<file path="config.mk">
export PLATFORM = sky130hd
export DESIGN_NAME = led_pwm_drive_flat
export DESIGN_NICKNAME = d
export VERILOG_FILES = /design/src/rtl/led_pwm_drive_pkg.sv /design/src/rtl/led_pwm_drive_if.sv /design/src/rtl/led_pwm_timebase.sv /design/src/rtl/led_pwm_drive.sv /design/src/flat_wrapper.sv
export SDC_FILE = /design/constraint.sdc
export NUM_CORES = 1
export LEC_CHECK = 0
export CAP_MARGIN = 20
export CORE_MARGIN = 3
export CORE_UTILIZATION = 50
export DETAILED_ROUTE_END_ITERATION = 6
export PLACE_DENSITY = 0.72
export SLEW_MARGIN = 20
export SYNTH_ARGS = -nofsm -noshare
export SYNTH_HDL_FRONTEND = slang
export SYNTH_SLANG_ARGS = --single-unit
</file>
<file path="constraint.sdc">
create_clock -name Clk -period 4.8 [get_ports Clk]
set_clock_uncertainty 0.15 [all_clocks]
set_input_delay 0.96 -clock Clk [delete_from_list [all_inputs] [get_ports Clk]]
set_output_delay 0.96 -clock Clk [all_outputs]
set_load 0.02 [all_outputs]
</file>
<file path="src/rtl/led_pwm_drive_pkg.sv">
`default_nettype none
// ============================================================================
//  Module  : led_pwm_drive_pkg
//  Purpose : Shared constants and types for the LED PWM pin driver:
//            register addresses, reset values and the BLINKEN bit layout.
//  Ports   : none (package)
//  Rev     : 1.0  initial release
// ============================================================================
package led_pwm_drive_pkg;

  // Register addresses on the peripheral bus
  localparam logic [1:0] ADDR_DUTY    = 2'd0;
  localparam logic [1:0] ADDR_BLINKEN = 2'd1;
  localparam logic [1:0] ADDR_PERIOD  = 2'd2;
  localparam logic [1:0] ADDR_STATUS  = 2'd3;

  // Reset values: full brightness, blinking disabled
  localparam logic [7:0]  DUTY_RST   = 8'hFF;
  localparam logic [15:0] PERIOD_RST = 16'h0000;

  // BLINKEN bit ordering: {red2..red0, green2..green0}
  typedef struct packed {
    logic [2:0] red;
    logic [2:0] green;
  } blinken_t;

  localparam int BLINKEN_W = $bits(blinken_t);

endpackage
`default_nettype wire

</file>
<file path="src/rtl/led_pwm_drive_if.sv">
`default_nettype none
// ============================================================================
//  Module  : led_pwm_drive_if
//  Purpose : Peripheral bus bundle for the LED PWM register file.
//  Signals : Addr[1:0] register select, DataWr[15:0] write data,
//            DataRd[15:0] read data, En block select, Rd read strobe,
//            Wr write strobe.
//  Modports: master (bus driver), slave (register file).
//  Rev     : 1.0  initial release
// ============================================================================
interface led_pwm_drive_if;
  logic [1:0]  Addr;
  logic [15:0] DataWr;
  logic [15:0] DataRd;
  logic        En;
  logic        Rd;
  logic        Wr;

  modport master (output Addr, DataWr, En, Rd, Wr, input DataRd);
  modport slave  (input Addr, DataWr, En, Rd, Wr, output DataRd);
endinterface
`default_nettype wire

</file>
<file path="src/rtl/led_pwm_timebase.sv">
`default_nettype none
// ============================================================================
//  Module  : led_pwm_timebase
//  Purpose : Prescaler, PWM step counter, frame_end strobe and the shadowed
//            active duty that produces the global pwm_on level.
//  Ports   : Clk, Reset (async active-low), pending_duty (from register
//            file), frame_end (last step of a PWM frame), pwm_on, pwm_cnt.
//  Rev     : 1.0  initial release
// ============================================================================
module led_pwm_timebase
  import led_pwm_drive_pkg::*;
#(
  parameter int CLK_DIV  = 50,
  parameter int PWM_BITS = 8
) (
  input  logic                Clk,
  input  logic                Reset,
  input  logic [PWM_BITS-1:0] pending_duty,
  output logic                frame_end,
  output logic                pwm_on,
  output logic [PWM_BITS-1:0] pwm_cnt
);

  // CLK_DIV=1 still needs a one-bit prescaler that simply stays at zero
  localparam int                  c_pre_w    = (CLK_DIV > 1) ? $clog2(CLK_DIV) : 1;
  localparam logic [c_pre_w-1:0]  c_pre_max  = c_pre_w'(CLK_DIV - 1);
  localparam logic [PWM_BITS-1:0] c_cnt_max  = '1;

  logic [c_pre_w-1:0]  r_pre;
  logic [PWM_BITS-1:0] r_cnt;
  logic [PWM_BITS-1:0] r_active;
  logic                w_tick;

  assign w_tick    = (r_pre == c_pre_max);
  assign frame_end = w_tick & (r_cnt == c_cnt_max);

  always_ff @(posedge Clk or negedge Reset) begin
    if (!Reset) begin
      r_pre    <= '0;
      r_cnt    <= '0;
      r_active <= PWM_BITS'(DUTY_RST);
    end else begin
      r_pre <= w_tick ? '0 : r_pre + 1'b1;
      if (w_tick)
        r_cnt <= r_cnt + 1'b1;
      // Duty only changes on a frame boundary so a frame is never cut short
      if (frame_end)
        r_active <= pending_duty;
    end
  end

  // All-ones duty is forced fully on; otherwise compare against the step count
  assign pwm_on  = (r_active == c_cnt_max) | (r_cnt < r_active);
  assign pwm_cnt = r_cnt;

endmodule
`default_nettype wire

</file>
<file path="src/rtl/led_pwm_drive.sv">
`default_nettype none
// ============================================================================
//  Module  : led_pwm_drive
//  Purpose : Drives the six LED pins: combines LedGreen/LedRed enables with a
//            global PWM brightness and per-LED blinking; registered pins.
//  Ports   : Clk, Reset (async active-low), bus (register file slave port),
//            LedGreen[2:0]/LedRed[2:0] enables in, PinGreen[2:0]/PinRed[2:0]
//            registered active-high pin drives out.
//  Rev     : 1.0  initial release
// ============================================================================
module led_pwm_drive
  import led_pwm_drive_pkg::*;
#(
  parameter int CLK_DIV  = 50,
  parameter int PWM_BITS = 8
) (
  input  logic                  Clk,
  input  logic                  Reset,
  led_pwm_drive_if.slave        bus,
  input  logic [2:0]            LedGreen,
  input  logic [2:0]            LedRed,
  output logic [2:0]            PinGreen,
  output logic [2:0]            PinRed
);

  logic [PWM_BITS-1:0] r_duty;
  blinken_t            r_blinken;
  logic [15:0]         r_period;
  logic [15:0]         r_blink_cnt;
  logic                r_blink_phase;
  logic [15:0]         w_data_rd;
  logic                w_wr;
  logic                w_period_wr;
  logic                w_frame_end;
  logic                w_pwm_on;
  logic [PWM_BITS-1:0] w_pwm_cnt;
  logic [2:0]          w_gate_green;
  logic [2:0]          w_gate_red;
  logic                w_unused_rd;

  // Reads have no side effects, so the read strobe is not needed
  assign w_unused_rd = bus.Rd;

  assign w_wr        = bus.Wr & bus.En;
  assign w_period_wr = w_wr & (bus.Addr == ADDR_PERIOD);

  led_pwm_timebase #(
    .CLK_DIV  (CLK_DIV),
    .PWM_BITS (PWM_BITS)
  ) u_timebase (
    .Clk          (Clk),
    .Reset        (Reset),
    .pending_duty (r_duty),
    .frame_end    (w_frame_end),
    .pwm_on       (w_pwm_on),
    .pwm_cnt      (w_pwm_cnt)
  );

  // Register file; STATUS is read-only so writes to it fall through
  always_ff @(posedge Clk or negedge Reset) begin
    if (!Reset) begin
      r_duty    <= PWM_BITS'(DUTY_RST);
      r_blinken <= '0;
      r_period  <= PERIOD_RST;
    end else if (w_wr) begin
      case (bus.Addr)
        ADDR_DUTY:    r_duty    <= bus.DataWr[PWM_BITS-1:0];
        ADDR_BLINKEN: r_blinken <= blinken_t'(bus.DataWr[BLINKEN_W-1:0]);
        ADDR_PERIOD:  r_period  <= bus.DataWr;
        default:      ;
      endcase
    end
  end

  // Blink timer counts frames; a PERIOD write restarts it in the lit phase
  // and wins over a coincident frame_end.
  always_ff @(posedge Clk or negedge Reset) begin
    if (!Reset) begin
      r_blink_cnt   <= '0;
      r_blink_phase <= 1'b1;
    end else if (w_period_wr || (r_period == 16'd0)) begin
      r_blink_cnt   <= '0;
      r_blink_phase <= 1'b1;
    end else if (w_frame_end) begin
      if (r_blink_cnt == r_period - 16'd1) begin
        r_blink_cnt   <= '0;
        r_blink_phase <= ~r_blink_phase;
      end else begin
        r_blink_cnt   <= r_blink_cnt + 16'd1;
      end
    end
  end

  // A LED is gated off only when blinking is enabled and in the dark phase
  assign w_gate_green = ~r_blinken.green | {3{r_blink_phase}};
  assign w_gate_red   = ~r_blinken.red   | {3{r_blink_phase}};

  always_ff @(posedge Clk or negedge Reset) begin
    if (!Reset) begin
      PinGreen <= '0;
      PinRed   <= '0;
    end else begin
      PinGreen <= LedGreen & {3{w_pwm_on}} & w_gate_green;
      PinRed   <= LedRed   & {3{w_pwm_on}} & w_gate_red;
    end
  end

  always_comb begin
    w_data_rd = '0;
    case (bus.Addr)
      ADDR_DUTY:    w_data_rd = {{(16-PWM_BITS){1'b0}}, r_duty};
      ADDR_BLINKEN: w_data_rd = {{(16-BLINKEN_W){1'b0}}, r_blinken};
      ADDR_PERIOD:  w_data_rd = r_period;
      default:      w_data_rd = {{(15-PWM_BITS){1'b0}}, r_blink_phase, w_pwm_cnt};
    endcase
  end

  assign bus.DataRd = w_data_rd;

endmodule
`default_nettype wire

</file>
<file path="src/flat_wrapper.sv">
// flat-port wrapper written by rule: the top's interface ports become plain ports
module led_pwm_drive_flat import led_pwm_drive_pkg::*;
#(
  parameter int CLK_DIV  = 50,
  parameter int PWM_BITS = 8
)
  (Clk, Reset, LedGreen, LedRed, PinGreen, PinRed, bus_Addr, bus_DataWr, bus_En, bus_Rd, bus_Wr, bus_DataRd);
  led_pwm_drive_if bus_i ();
  input  logic Clk;
  input  logic Reset;
  input  logic [2:0] LedGreen;
  input  logic [2:0] LedRed;
  output logic [2:0] PinGreen;
  output logic [2:0] PinRed;
  input wire logic [$bits(bus_i.Addr)-1:0] bus_Addr;
  input wire logic [$bits(bus_i.DataWr)-1:0] bus_DataWr;
  input wire logic [$bits(bus_i.En)-1:0] bus_En;
  input wire logic [$bits(bus_i.Rd)-1:0] bus_Rd;
  input wire logic [$bits(bus_i.Wr)-1:0] bus_Wr;
  output wire logic [$bits(bus_i.DataRd)-1:0] bus_DataRd;
  assign bus_i.Addr = bus_Addr;
  assign bus_i.DataWr = bus_DataWr;
  assign bus_i.En = bus_En;
  assign bus_i.Rd = bus_Rd;
  assign bus_i.Wr = bus_Wr;
  assign bus_DataRd = bus_i.DataRd;
  led_pwm_drive #(.CLK_DIV(CLK_DIV), .PWM_BITS(PWM_BITS)) u_core (.Clk(Clk), .Reset(Reset), .bus(bus_i), .LedGreen(LedGreen), .LedRed(LedRed), .PinGreen(PinGreen), .PinRed(PinRed));
endmodule
</file>
==> metrics.cfg, run 1 <==
[timing]
worst-slew-pin-transition_ns=0.9307
hold_slack_ns=0.3278
timing.final.ws_setup_ns=0.6255
min_period_over_period_pct=86.97
finalCriticalPeriod_ns=4.175
finalHoldViolCount=0
rsz_0062_raised_after_global_routing=false
maxClockFrequency_ghz=0.2395
slew_viol_final=0
relSlewSlack_pct=37.95
finalSetupTns_ns=0
timing.final.setup_violations=0

[logic_synthesis]
synth_edf_count=0
synthDistinctLibCells=55
yosys.cell_count.top_type=sky130_fd_sc_hd__dfrtp_1
post-synth-top-area-fraction_pct=32.94
syn-mean-instance-area_um2=9.925
ys_ff_latch=75
synth_top_cells_by_count=sky130_fd_sc_hd__dfrtp_1 (58), sky130_fd_sc_hd__nand2_1 (48), sky130_fd_sc_hd__mux2_2 (31)
synth_area_um2=4407
mappedNetlistNets=485
netlist_instances=444
synth_top_flop_cell=sky130_fd_sc_hd__dfrtp_1
synthTopCellsByArea=sky130_fd_sc_hd__dfrtp_1 (33%), sky130_fd_sc_hd__dfstp_2 (10%), sky130_fd_sc_hd__mux2_2 (7.9%), sky130_fd_sc_hd__nand2_1 (4.1%), sky130_fd_sc_hd__ha_1 (3.4%)
synth_async_sr_flop_share_pct=100.0
synth-seq-area-share_pct=43.07
synth-warning-count=0
yosysTopAreaCell=sky130_fd_sc_hd__dfrtp_1

[power]
power_frac_seq_pct=48.3
vdd_ir_drop_max_mv=0.1500
switching_share_pct=31.42
power_density_nw_per_um2=317.0
clock_share_of_power_pct=31.5
power_report.internal_total_uw=1122
leakage_component_of_the_power_uw=0.002061
combinationalPowerShare_pct=20.2
netSwitchingPower_uw=514.2
fin_total_pwr_uw=1637

[cts]
cts_setup_buffers=0
cts.path.max_buffers=2
worst_setup_hold_path_clk_slew_ns=0.09
clock-root-buffer=sky130_fd_sc_hd__clkbuf_8
cts_num_sinks=75
h_tree_levels=3
cts.hold.buffers_added=0
cts_inserted_buffers=9
tritoncts=built
cts_resized=0
worst_skew_pair.late_latency_ns=0.36

[detailed_routing]
wl_per_cell_um=17.08
drt_iter0_drc=192
route.detailed.drc=0
vias=3571
final_antenna_net_count=0
wl_um=10180
detailed_route_vias_per_instance=5.992
detail_route.first_pass.iterations=5

[floorplanning]
design.portCount=51
rows=33
floorplan.die.height_um=99.88
floorplan.initialDensity_pct=52.58
design.core.area_um2=8382
fp.dieArea_um2=9976
die_width_um=99.88

[finish]
share_of_final_layout_standard_cells_stronger_than_drive_strength_1_pct=17.31
synthToLayoutAreaGrowth_pct=17.18
filler_cell_count=695
diodes=0
layout.nets=527

[worst_setup_path]
endpoint_kind=output pin
critical_path.max_fanout=14
setup.worst_path.class=in2out
cpMostUsedCell=sky130_fd_sc_hd__clkdlybuf4s50_1
path_cells=clkdlybuf4s50_1 -> nor2b_1 -> and2_1 -> clkdlybuf4s50_1
timing.critical_path.from_type=input pin
crit_arrival_ns=3.06
critPathMaxStageDelay_ns=0.89
critical-path-slowest-cell=sky130_fd_sc_hd__clkdlybuf4s50_1
required_ns=3.69

[global_route]
overall_global_routing_resource_usage_pct=21.41
grt_start_max_net_pins=76
grt_first_pass_wirelength_um=16980
grt_overflow_total=0
grt_pass1_vias=3489
antenna_found_initial=0

[place]
gp_routability_congestion=0.8545
port_bufs=49
place.detailed.hpwl_um=7245
dp_slack_ns=0.6136

[job]
max_cap_violations=0

[outcome]
status=completed

[hold_path]
hold_path.class=reg2reg

flip-flops by register name, summed over array words and instances (netlist names):
signal	count
u_core.u_timebase.r_pre	6
u_core.r_blink_cnt	16
u_core.PinGreen	3
u_core.PinRed	3
u_core.r_period	16
u_core.u_timebase.pwm_cnt	8
u_core.r_blink_phase	1
u_core.u_timebase.r_active	8
u_core.r_blinken	6
u_core.r_duty	8
placed cells by master (no fill, tap or decap), types with 12 or more instances in the layout:
| cell type | synthesis | final |
|---|---|---|
| sky130_fd_sc_hd__o21ai_0 | 15 | 15 |
| sky130_fd_sc_hd__a21oi_1 | 18 | 18 |
| sky130_fd_sc_hd__ha_1 | 12 | 12 |
| sky130_fd_sc_hd__dfrtp_1 | 58 | 58 |
| sky130_fd_sc_hd__xnor2_1 | 14 | 14 |
| sky130_fd_sc_hd__clkdlybuf4s50_1 | 0 | 48 |
| sky130_fd_sc_hd__xor2_1 | 16 | 16 |
| sky130_fd_sc_hd__nor3_1 | 17 | 17 |
| sky130_fd_sc_hd__nor2_1 | 17 | 17 |
| sky130_fd_sc_hd__o22ai_1 | 13 | 13 |
| sky130_fd_sc_hd__nor4_1 | 12 | 12 |
| sky130_fd_sc_hd__dfstp_2 | 17 | 17 |
| sky130_fd_sc_hd__nand2_1 | 48 | 48 |
| sky130_fd_sc_hd__mux2_2 | 31 | 31 |
| sky130_fd_sc_hd__nand3_1 | 21 | 21 |
| sky130_fd_sc_hd__and2_1 | 14 | 14 |
metal layers:
| layer | vias to the layer above | part of all wire (%) | routed length [um] | track usage, % |
|---|---|---|---|---|
| met1 | 1738 | 48 | 4881 | 31.84 |
| met5 | - | 0 | 0 | 0 |
| met3 | 20 | 5.6 | 571 | 3.683 |
| met4 | 0 | 2.1 | 214 | 9.244 |
| li1 | 1697 | - | - | - |
| met2 | 116 | 44 | 4511 | 30.68 |
critical path, delay by kind of cell:
| kind | cells | cell delay (ns) |
|---|---|---|
| AND/OR/NAND/NOR | 2 | 0.61 |
| buffers and inverters | 2 | 1.48 |
power by group through the flow:
| stage | clock, uW | combinational (uW) | sequential [uW] |
|---|---|---|---|
| 2_1_floorplan | 0 | 255 | 748 |
| 3_3_place_gp | 0 | 325 | 795 |
| 3_5_place_dp | 0 | 331 | 798 |
| 4_1_cts | 525 | 333 | 787 |
| 5_1_grt | 557 | 362 | 797 |
| 6_report | 516 | 331 | 790 |
stage by stage:
step	utilization, %	cell area, um^2	std cells
CTS	61.61	5164	596
floorplan	-	4407	444
global placement	59.14	4957	580
finish	61.61	5164	596
global route	61.61	5164	596
detailed placement	59.14	4957	580
path summary, 6_finish.rpt:
kind,cells after the start,slack [ns],endpoint,start
max,4,0.63,bus_DataRd[15],bus_Addr[1]
min,2,0.33,u_core.u_timebase.r_active[0]$_DFFE_PN1P_,u_core.r_duty[0]$_DFFE_PN1P_
max reg2reg,7,1.43,u_core.r_blink_cnt[15]$_DFFE_PN0P_,u_core.r_period[8]$_DFFE_PN0P_
min reg2reg,2,0.33,u_core.u_timebase.r_active[0]$_DFFE_PN1P_,u_core.r_duty[0]$_DFFE_PN1P_
max in group asynchronous,1,3.31,u_core.u_timebase.pwm_cnt[6]$_DFFE_PN0N_,Reset
min in group asynchronous,1,0.57,u_core.r_blink_cnt[4]$_DFFE_PN0P_,Reset
final cells by class:
type	count	area (um^2)	share of cell area [%]
inverters	11	41.29	0.7996
clock inverters	7	82.58	1.599
well taps	105	131.4	2.544
multi-input cells	335	2361	45.72
flip-flops and latches	75	1898	36.76
repair buffers	54	525.5	10.18
clock buffers	9	123.9	2.399
logic make-up (layout without fill, tap and decap cells):
kind of cell	after synthesis	count (layout)	share of synthesized area (%)
AOI/OAI and AO/OA	74	74	11.10
xor gates and xnor gates	30	30	5.962
adders and majority gates	12	12	3.407
buffers and inverters	34	81	3.350
DFF	75	75	43.07
muxes	42	42	12.12
and+or+nand+nor	177	177	20.98
Note: power is estimated with default switching activity, not from simulation.
==> run 2: changes to the inputs <==
ABC_AREA = 1   (was not set)
SKIP_CTS_REPAIR_TIMING = 1   (was not set)
==> metrics.cfg, run 2 <==
[timing]
timing.final.setup_violations=0  ; unchanged
finalCriticalPeriod_ns=3.922  ; -0.2525 ns
relSlewSlack_pct=37.52  ; -0.43 points
maxClockFrequency_ghz=0.2550  ; +6.4%
slew_viol_final=0  ; unchanged
rsz_0062_raised_after_global_routing=false
worst-slew-pin-transition_ns=0.9371  ; +0.006403 ns
min_period_over_period_pct=81.71  ; -5.3 points
finalSetupTns_ns=0  ; unchanged
finalHoldViolCount=0  ; unchanged

[detailed_routing]
detail_route.first_pass.iterations=5  ; unchanged
wl_um=11160  ; +9.7%
final_antenna_net_count=0  ; unchanged
route.detailed.drc=0  ; unchanged
detailed_route_vias_per_instance=5.241  ; -13%
wl_per_cell_um=14.24  ; -17%
drt_iter0_drc=214  ; +11%
vias=4109  ; +15%

[logic_synthesis]
netlist_instances=621  ; +40%
synthTopCellsByArea=sky130_fd_sc_hd__dfrtp_1 (32%), sky130_fd_sc_hd__nand2_1 (14%), sky130_fd_sc_hd__dfstp_2 (9.7%), sky130_fd_sc_hd__inv_1 (7.1%), sky130_fd_sc_hd__o21ai_0 (5.8%)
synth_top_flop_cell=sky130_fd_sc_hd__dfrtp_1
ys_ff_latch=75  ; unchanged
yosys.cell_count.top_type=sky130_fd_sc_hd__nand2_1
mappedNetlistNets=662  ; +36%
post-synth-top-area-fraction_pct=31.62  ; -1.3 points
syn-mean-instance-area_um2=7.390  ; -26%
synth_async_sr_flop_share_pct=100.0  ; unchanged
synth-seq-area-share_pct=41.36  ; -1.7 points
synth_edf_count=0  ; unchanged
synth-warning-count=0  ; unchanged
synth_top_cells_by_count=sky130_fd_sc_hd__nand2_1 (172), sky130_fd_sc_hd__inv_1 (87), sky130_fd_sc_hd__nor2_1 (70)
synth_area_um2=4589  ; +4.1%
synthDistinctLibCells=39  ; -29%
yosysTopAreaCell=sky130_fd_sc_hd__dfrtp_1

[global_route]
grt_util_met1_pct=32.51  ; +0.67 points
grt_overflow_total=0  ; unchanged
grt_util_met3_pct=4.270  ; +0.59 points
antenna_found_initial=0  ; unchanged
overall_global_routing_resource_usage_pct=23.32  ; +1.9 points
top_usage_layer=met2
use_met2_pct=37.22  ; +6.5 points
grt_first_pass_wirelength_um=19150  ; +13%
grt_start_max_net_pins=76  ; unchanged
grt_pass1_vias=4028  ; +15%

[power]
netSwitchingPower_uw=566.9  ; +10%
combinationalPowerShare_pct=24.4  ; +4.2 points
switching_share_pct=33.89  ; +2.5 points
vdd_ir_drop_max_mv=0.1749  ; +17%
leakage_component_of_the_power_uw=0.002539  ; +23%
power_frac_seq_pct=45.4  ; -2.9 points
power_density_nw_per_um2=311.6  ; -1.7%
clock_share_of_power_pct=30.2  ; -1.3 points
power_report.internal_total_uw=1106  ; -1.5%

[place]
place.detailed.hpwl_um=8606  ; +19%
port_bufs=49  ; unchanged
post_dp_cell_area_um2=5165  ; +4.2%
gp_routability_congestion=0.8836  ; +3.4%

[cts]
clock-root-buffer=sky130_fd_sc_hd__clkbuf_8
worst_setup_hold_path_clk_slew_ns=0.08  ; about the same
h_tree_levels=3  ; unchanged
worst_skew_pair.late_latency_ns=0.35  ; about the same
tritoncts=built
cts.path.max_buffers=2  ; unchanged
cts_num_sinks=75  ; unchanged
cts_inserted_buffers=9  ; unchanged

[finish]
layout.nets=712  ; +35%
finish.instance_area_um2=5368  ; +3.9%
diodes=0  ; unchanged
layout.cells.most_common=sky130_fd_sc_hd__nand2_1
post-route-util_pct=60.95  ; -0.65 points
synthToLayoutAreaGrowth_pct=16.96
final_cell_mix=sky130_fd_sc_hd__nand2_1 (172), sky130_fd_sc_hd__inv_1 (87), sky130_fd_sc_hd__nor2_1 (69), sky130_fd_sc_hd__dfrtp_1 (58), sky130_fd_sc_hd__o21ai_0 (53)
biggestRegsByFlops=u_core.r_blink_cnt x16, u_core.r_period x16
filler_cell_count=814  ; +17%
share_of_final_layout_standard_cells_stronger_than_drive_strength_1_pct=9.763  ; -7.5 points

[hold_path]
hold_path.class=reg2reg

[floorplanning]
fp.dieArea_um2=10360  ; +3.9%
rows=34  ; +3.0%
floorplan.initialDensity_pct=52.12  ; -0.46 points
design.core.area_um2=8806  ; +5.1%
floorplan.die.height_um=101.8  ; +1.9%
design.portCount=51  ; unchanged
die_width_um=101.8  ; +1.9%

[worst_setup_path]
setup.worst_path.class=in2out
endpoint_kind=output pin
critical_path.max_fanout=9  ; -5
timing.critical_path.from_type=input pin
crit_arrival_ns=2.81  ; -0.25 ns
required_ns=3.69  ; about the same

[outcome]
status=completed

[job]
max_cap_violations=0  ; unchanged

==> run 2: cell types whose count changed after synthesis, moves of 7 or more <==
cell and change:
sky130_fd_sc_hd__nand2_1 +124, sky130_fd_sc_hd__o21ai_0 +38, sky130_fd_sc_hd__inv_1 +76, sky130_fd_sc_hd__nor2_1 +53, sky130_fd_sc_hd__o22ai_1 -7, sky130_fd_sc_hd__mux2_2 -29
sky130_fd_sc_hd__and2_1 -14, sky130_fd_sc_hd__nor4_1 -11, sky130_fd_sc_hd__xor2_1 +9, sky130_fd_sc_hd__clkbuf_1 -8, sky130_fd_sc_hd__nor3_1 -14, sky130_fd_sc_hd__nand2b_1 -11
sky130_fd_sc_hd__nand3_1 +14, sky130_fd_sc_hd__xnor2_1 -8
==> run 2: stage by stage <==
| stage | setup slack [ns] | instances | hold slack, ns | total power, uW |
|---|---|---|---|---|
| 6_report | 0.8780 | 784 | 0.3426 | 1673 |
| 5_1_grt | 0.6887 | 784 | 0.3600 | 1775 |
| 4_1_cts | 0.8958 | 784 | 0.3435 | 1678 |
| 3_5_place_dp | 0.8974 | 768 | 0.3235 | 1175 |
| 3_3_place_gp | 0.9237 | 768 | 0.3149 | 1167 |
| 2_1_floorplan | 1.843 | 621 | 0.2997 | 1027 |
==> run 2: final timing paths <==
check / startpoint / to / slack, ns / cells after the start
setup reg to reg: u_core.u_timebase.r_pre[1]$_DFF_PN0_ / u_core.r_blink_cnt[14]$_DFFE_PN0P_ / 2.21 / 10
max in group asynchronous: Reset / u_core.r_blink_cnt[7]$_DFFE_PN0P_ / 3.20 / 2
hold reg to reg: u_core.r_blinken[5]$_DFFE_PN0P_ / u_core.r_blinken[5]$_DFFE_PN0P_ / 0.34 / 2
setup / recovery: bus_Addr[0] / bus_DataRd[1] / 0.88 / 5
hold / removal: u_core.r_blinken[5]$_DFFE_PN0P_ / u_core.r_blinken[5]$_DFFE_PN0P_ / 0.34 / 2
min in group asynchronous: Reset / u_core.r_blinken[3]$_DFFE_PN0P_ / 0.66 / 2
==> run 2: cell families (layout without fill, tap and decap cells) <==
logic type,Yosys count,in the layout,synth area share [%]
fa+ha+maj,12,12,3.271
mux,2,2,0.4907
simple gates,318,318,30.70
flops,75,75,41.36
compound gates,81,81,9.542
buf+inv,102,157,8.724
xor+xnor,31,31,5.916
==> run 2: metal layers <==
| layer | share of wire, % | up-vias |
|---|---|---|
| li1 | - | 2050 |
| met1 | 46 | 1924 |
| met2 | 47 | 120 |
| met3 | 5.6 | 15 |
| met4 | 1.6 | 0 |
| met5 | 0 | - |
==> run 2: power by group through the flow <==
stage	logic (uW)	registers (uW)	clock network, uW
3_3_place_gp	400	768	0
3_5_place_dp	406	769	0
6_report	408	759	506
2_1_floorplan	282	744	0
5_1_grt	465	768	542
4_1_cts	407	758	513
==> run 2: layout make-up <==
| cell class | instances | area (um^2) | share of cell area (%) |
|---|---|---|---|
| clock buffers | 11 | 141.4 | 2.634 |
| clock inverters | 5 | 61.31 | 1.142 |
| inverters | 90 | 337.8 | 6.294 |
| multi-input cells | 444 | 2293 | 42.73 |
| flip-flops and latches | 75 | 1898 | 35.36 |
| well taps | 108 | 135.1 | 2.517 |
| repair buffers | 51 | 500.5 | 9.324 |
==> run 2: worst max-delay path: stages <==
cell and delay (ns):
sky130_fd_sc_hd__clkdlybuf4s50_1 0.47, sky130_fd_sc_hd__nor2_1 0.48, sky130_fd_sc_hd__a21oi_1 0.17, sky130_fd_sc_hd__o21ai_0 0.10
sky130_fd_sc_hd__clkdlybuf4s50_1 0.62
